`src/rtl/pht_ctrl.sv`:
```
`default_nettype none
// pht_ctrl: gshare lookup/training controller for a 2-bit PHT with an in-flight FIFO.
// Optional PHT_CTRL_STATS_EN adds prediction/mispredict counters.
module pht_ctrl #(
  parameter int IDX_SIZE = 4,
  parameter int WIDTH    = 2,
  parameter int GHR_LEN  = 4,
  parameter int DEPTH    = 4
) (
  input  logic                clk,
  input  logic                rst,
  input  logic                pred_req,
  input  logic [31:0]         pred_pc,
  output logic                pred_ready,
  output logic                pred_valid,
  output logic                pred_taken,
  input  logic                res_valid,
  input  logic                res_taken,
  output logic                res_ready,
  output logic                flush,
  output logic [GHR_LEN-1:0]  ghr,
  output logic [IDX_SIZE-1:0] pht_idx,
  output logic                pht_load,
  output logic [WIDTH-1:0]    pht_in,
  input  logic [WIDTH-1:0]    pht_out
`ifdef PHT_CTRL_STATS_EN
  ,
  output logic [31:0]         stat_preds,
  output logic [31:0]         stat_misp
`endif
);

  localparam int PW = (DEPTH > 1) ? $clog2(DEPTH) : 1;

  logic [IDX_SIZE-1:0] fifo_idx  [DEPTH];
  logic                fifo_pred [DEPTH];
  logic [GHR_LEN-1:0]  fifo_ghr  [DEPTH];

  logic [PW-1:0]       head;
  logic [PW-1:0]       tail;
  logic [PW:0]         count;

  logic                full;
  logic                update;
  logic                accept;
  logic                mispredict;
  logic [IDX_SIZE-1:0] pred_idx;
  logic [WIDTH-1:0]    cnt_next;
  logic                unused_pc_bits;

  assign unused_pc_bits = ^{pred_pc[31:IDX_SIZE+2], pred_pc[1:0]};

  assign full       = (count == (PW+1)'(DEPTH));
  assign res_ready  = (count != '0);
  assign update     = res_valid & res_ready;
  // Held low during reset so a pending request cannot drive the table index.
  assign pred_ready = rst & ~full & ~update;
  assign accept     = pred_req & pred_ready;
  assign mispredict = update & (fifo_pred[head] != res_taken);
  assign pred_idx   = pred_pc[IDX_SIZE+1:2] ^ IDX_SIZE'(ghr);

  always_comb begin
    cnt_next = pht_out;
    if (res_taken && (pht_out != '1))
      cnt_next = pht_out + 1'b1;
    else if (!res_taken && (pht_out != '0))
      cnt_next = pht_out - 1'b1;
  end

  always_comb begin
    pht_idx  = '0;
    pht_load = 1'b0;
    pht_in   = '0;
    if (update) begin
      pht_idx  = fifo_idx[head];
      pht_load = 1'b1;
      pht_in   = cnt_next;
    end else if (accept) begin
      pht_idx  = pred_idx;
    end
  end

  always_ff @(posedge clk) begin
    if (accept) begin
      fifo_idx[tail]  <= pred_idx;
      fifo_pred[tail] <= pht_out[WIDTH-1];
      fifo_ghr[tail]  <= ghr;
    end
  end

  always_ff @(posedge clk or negedge rst) begin
    if (!rst) begin
      head       <= '0;
      tail       <= '0;
      count      <= '0;
      ghr        <= '0;
      pred_valid <= 1'b0;
      pred_taken <= 1'b0;
      flush      <= 1'b0;
    end else begin
      pred_valid <= accept;
      pred_taken <= accept & pht_out[WIDTH-1];
      flush      <= mispredict;
      if (update) begin
        if (mispredict) begin
          // Rebuild history from the snapshot taken before this branch shifted in.
          ghr   <= {fifo_ghr[head][GHR_LEN-2:0], res_taken};
          head  <= tail;
          count <= '0;
        end else begin
          head  <= head + 1'b1;
          count <= count - 1'b1;
        end
      end else if (accept) begin
        tail  <= tail + 1'b1;
        count <= count + 1'b1;
        ghr   <= {ghr[GHR_LEN-2:0], pht_out[WIDTH-1]};
      end
    end
  end

`ifdef PHT_CTRL_STATS_EN
  always_ff @(posedge clk or negedge rst) begin
    if (!rst) begin
      stat_preds <= '0;
      stat_misp  <= '0;
    end else begin
      if (accept)     stat_preds <= stat_preds + 32'd1;
      if (mispredict) stat_misp  <= stat_misp + 32'd1;
    end
  end
`endif

endmodule
`default_nettype wire

```
`config.mk`:
```
export PLATFORM = sky130hd
export DESIGN_NAME = pht_ctrl
export DESIGN_NICKNAME = d
export VERILOG_FILES = /design/src/rtl/pht_ctrl.sv
export SDC_FILE = /design/constraint.sdc
export NUM_CORES = 1
export LEC_CHECK = 0
export ABC_AREA = 1
export CAP_MARGIN = 20
export CORE_MARGIN = 4
export CORE_UTILIZATION = 41
export DETAILED_ROUTE_END_ITERATION = 8
export GPL_TIMING_DRIVEN = 0
export PLACE_DENSITY = 0.73
export SKIP_CTS_REPAIR_TIMING = 1
export SLEW_MARGIN = 25
export SYNTH_ARGS = -nofsm -noshare
export SYNTH_HDL_FRONTEND = slang
export SYNTH_SLANG_ARGS = --single-unit
```
`constraint.sdc`:
```
create_clock -name clk -period 1.92 [get_ports clk]
set_input_delay 0.192 -clock clk [delete_from_list [all_inputs] [get_ports clk]]
set_output_delay 0.192 -clock clk [all_outputs]
set_load 0.01 [all_outputs]
```
==> results.md <==
* Outcome: complete, but fails checks
* Violated checks: negative setup slack
* CP arrival at 1.92 ns
* Fraction of met3 tracks used by global routing at 2.30%
* Syn_nets at 270
* Area contributors post-synth: sky130_fd_sc_hd__edfxtp_1 (43%), sky130_fd_sc_hd__dfrtp_1 (16%), sky130_fd_sc_hd__nand2_1 (9.9%), sky130_fd_sc_hd__nand3_1 (6.5%), sky130_fd_sc_hd__ha_1 (5.6%)
* Standby leakage power at between 1 and 1.5 nW
* Switching Share at around 40%
* Starting DRC count in detailed routing at 126
* Placement Cell Area at 2580 um2
* Max-capacitance violation count at 0
* Final GP Congestion at 0.747
* CTS Root Buffer Type: sky130_fd_sc_hd__clkbuf_8
* CTS buffer count at 5
* Post-Syn Instances at 221
* Final hold violation count at 0
* Met2 routing resource usage after global routing at approximately a quarter
* Flop pwr share at between 30% and 40%
* Core area at 5170 um2
* Summed area of non-filler cells in the final layout at 2780 um2
* GRT Total Usage at 15.4%
* Dominant synthesized flop cell: sky130_fd_sc_hd__edfxtp_1
* Setup TNS after final layout at -0.578 ns
* Util after Layout at 53.7%
* Total net switching power at 1.50 mW
* Unrepaired setup endpoints after global routing: true
* Share of the yosys chip area belonging to registers at between 50% and 60%
* Clock Tree Buf Depth at 2
* Post-synthesis average cell area at 10.1 um2
* Final Max Tran Viols at 0
* Via count of the first global-routing pass at 1600
* Reg-to-reg startpoint: count[0]$_DFFE_PN0P_
* Final setup margin at -0.0533 ns
* Detailed placement HPWL at 3.19 mm
* Number of distinct library cells after synthesis at 23
* Filler cells at 443
* Cell accounting for the most synthesized area: sky130_fd_sc_hd__edfxtp_1
* Remaining global-route overflow at 0
* Port Buffer Count at 26
* Layout cell share with drive strength beyond 1 at about 17%
* Clock period minus worst slack at 1.97 ns
* Rows at 26
* Most frequent cells after synthesis: sky130_fd_sc_hd__nand2_1 (59), sky130_fd_sc_hd__edfxtp_1 (32), sky130_fd_sc_hd__nand3_1 (29)
* Met1 global-route usage at 20.6%
* Worst endpoint required time at 1.86 ns
* Setup slack after placement at -0.886 ns
* Clock network latency to the later pin of the worst-skew pair at 0.30 ns
* Synthesis-stage register bit count at 46
* Final period utilization at 103%
* Drt wl/cell at 14.2 um
* Simple logic cell fraction of the synthesized area at 22.7%
* Total number of H-tree levels at 2
* Inserted Diodes at 0
* Most repeated cell in the gate-level netlist after synthesis: sky130_fd_sc_hd__nand2_1
* Wire length of the first global-routing pass at 7.68 mm
* Clk pwr share at 15.9%
* Largest net degree at the start of global routing at 17
* Worst min-delay path category: primary input to register
* Clock tree skew after final layout at 0.00598 ns
* Final Routed Wirelength at 4.68 mm
* Dominant combinational cell family by area after synthesis: simple AND/OR/NAND/NOR gates
* Post-layout net count at a little over 300
* Adder and majority gate portion of the synthesized area at 5.61%
* DR DRC count at 0
* Die X-Extent at between 80 and 90 um
* Slew headroom at between 50 and 60%
* Power density cells at roughly 1400 nW/um2
* Die boundary height at between 80 and 90 um
* Register area at 1310 um2
* Clock-pin slew on the worst setup and hold paths at approximately 0.090 ns
* Transition time at the pin with the least slew margin at 0.680 ns
* Critical path endpoint category: register
* Die area at 6680 um2
* Worst setup path category: register to register
* Proportion of synthesized area in mux cells at 0%
* Routed vias at 1629
* Synth warnings at 0
* Launch point of the worst path: count[0]$_DFFE_PN0P_
* Number of clock sinks at 46
* Count of final setup violators at 16
* Area of the multi-input gates at 817 um2
* IO Count at 55
* Routing layer with the top usage in global route: met2
* Number of antenna violations at the first check in global routing at 0
* Timing-limited maximum frequency at 507 MHz
* Initial Util at 43.1%
* Area of the mapped netlist at 2230 um2
* Largest vdd supply drop at 0.587 mV
* Hold wc startpoint: pht_out[1]
* Number of enable flip-flop cells after synthesis at 32
* Vias per cell at ~4.9
* Startpoint class of the critical path: register
* Compound-Gate Fraction of Synth Area at 4.15%
* Clock tree from TritonCTS: built
* Share of synthesized registers carrying an async set or reset at 30.4%
* Power share of the combinational group at 44.4%
* Area overhead of the layout relative to synthesis at 24.6%
* Parity-gate share of the synthesized area counting xor and xnor cells at 2.75%
* Internal Dissipation at 2.27 mW
* CP max FO at 10
* Post-synth top area share at 43.1%
* Number of routed nets with antenna violations at 0
* Iteration count of the initial detailed-routing pass at 4
registers in the layout, summed over array words and instances (netlist names):
| register | count |
|---|---|
| count | 3 |
| fifo_ghr | 12 |
| fifo_idx | 16 |
| fifo_pred | 4 |
| flush | 1 |
| ghr | 4 |
| head | 2 |
| pred_taken | 1 |
| pred_valid | 1 |
| tail | 2 |
layout by cell type (no fill, tap or decap), types with 6 or more instances in the layout:
master / synthesis / routed
sky130_fd_sc_hd__a21oi_1: 7 / 7
sky130_fd_sc_hd__buf_4: 3 / 9
sky130_fd_sc_hd__clkdlybuf4s50_1: 0 / 16
sky130_fd_sc_hd__dfrtp_1: 14 / 14
sky130_fd_sc_hd__dlymetal6s2s_1: 0 / 8
sky130_fd_sc_hd__edfxtp_1: 32 / 32
sky130_fd_sc_hd__ha_1: 10 / 9
sky130_fd_sc_hd__inv_1: 19 / 17
sky130_fd_sc_hd__nand2_1: 59 / 59
sky130_fd_sc_hd__nand3_1: 29 / 29
sky130_fd_sc_hd__nor2_1: 10 / 6
sky130_fd_sc_hd__o21ai_0: 8 / 7
per-stage QoR:
step           total power, mW  hold WS, ns  instances
3_5_place_dp              3.08        0.556        317
2_1_floorplan             2.49       -0.104        221
3_3_place_gp              3.03        0.550        317
6_report                  3.76        0.274        331
4_1_cts                   3.67        0.325        325
5_1_grt                   4.05        0.281        331
layer usage:
metal  vias up  wire (um)
met1       774       2010
met4         0         90
met5         -          0
li1        803          -
met3         6        195
met2        46       2390
path summary, 6_finish.rpt:
kind / end / slack [ns] / depth (start not counted)
worst max register to register: fifo_ghr[0][2]$_DFFE_PP_ / -0.05 / 7
worst min-delay path: fifo_pred[0]$_DFFE_PP_ / 0.27 / 1
worst max-delay path: fifo_ghr[0][2]$_DFFE_PP_ / -0.05 / 7
worst min register to register: ghr[3]$_DFFE_PN0P_ / 0.57 / 2
min in group asynchronous: head[1]$_DFFE_PN0N_ / 0.53 / 2
max in group asynchronous: count[0]$_DFFE_PN0P_ / 0.95 / 2
critical path, cell delays in order, from the launching register on:
cell                       delay, ns
sky130_fd_sc_hd__dfrtp_1        0.40
sky130_fd_sc_hd__inv_2          0.11
sky130_fd_sc_hd__ha_4           0.15
sky130_fd_sc_hd__nand2_2        0.07
sky130_fd_sc_hd__nand2_4        0.12
sky130_fd_sc_hd__nand3b_4       0.13
sky130_fd_sc_hd__buf_4          0.21
sky130_fd_sc_hd__nor2_2         0.43
power by group through the flow:
stage                     combinational (mW)  clock [mW]  sequential, mW
after floorplan                        0.998           0            1.49
after global placement                  1.51           0            1.51
after detailed placement                1.56           0            1.52
after CTS                               1.57       0.609            1.50
after global routing                    1.86       0.671            1.52
final                                   1.67       0.597            1.50
final cells by class:
class                      count  area share [%]
buffer                         5            1.08
clock buffer                   5            2.48
clock inverter                 3           0.901
inverter                      24            3.78
multi-input combinational    144            29.4
sequential                    46            47.2
tap                           70            3.15
timing repair buffer          34            12.0
logic make-up (layout without fill, tap and decap cells):
logic type | count (synthesis) | in the layout
AOI/OAI and AO/OA | 18 | 18
xor gates and xnor gates | 7 | 7
adders and majority gates | 10 | 10
buffers and inverters | 31 | 71
DFF | 46 | 46
and+or+nand+nor | 109 | 109
Note: power is estimated with default switching activity, not from simulation.
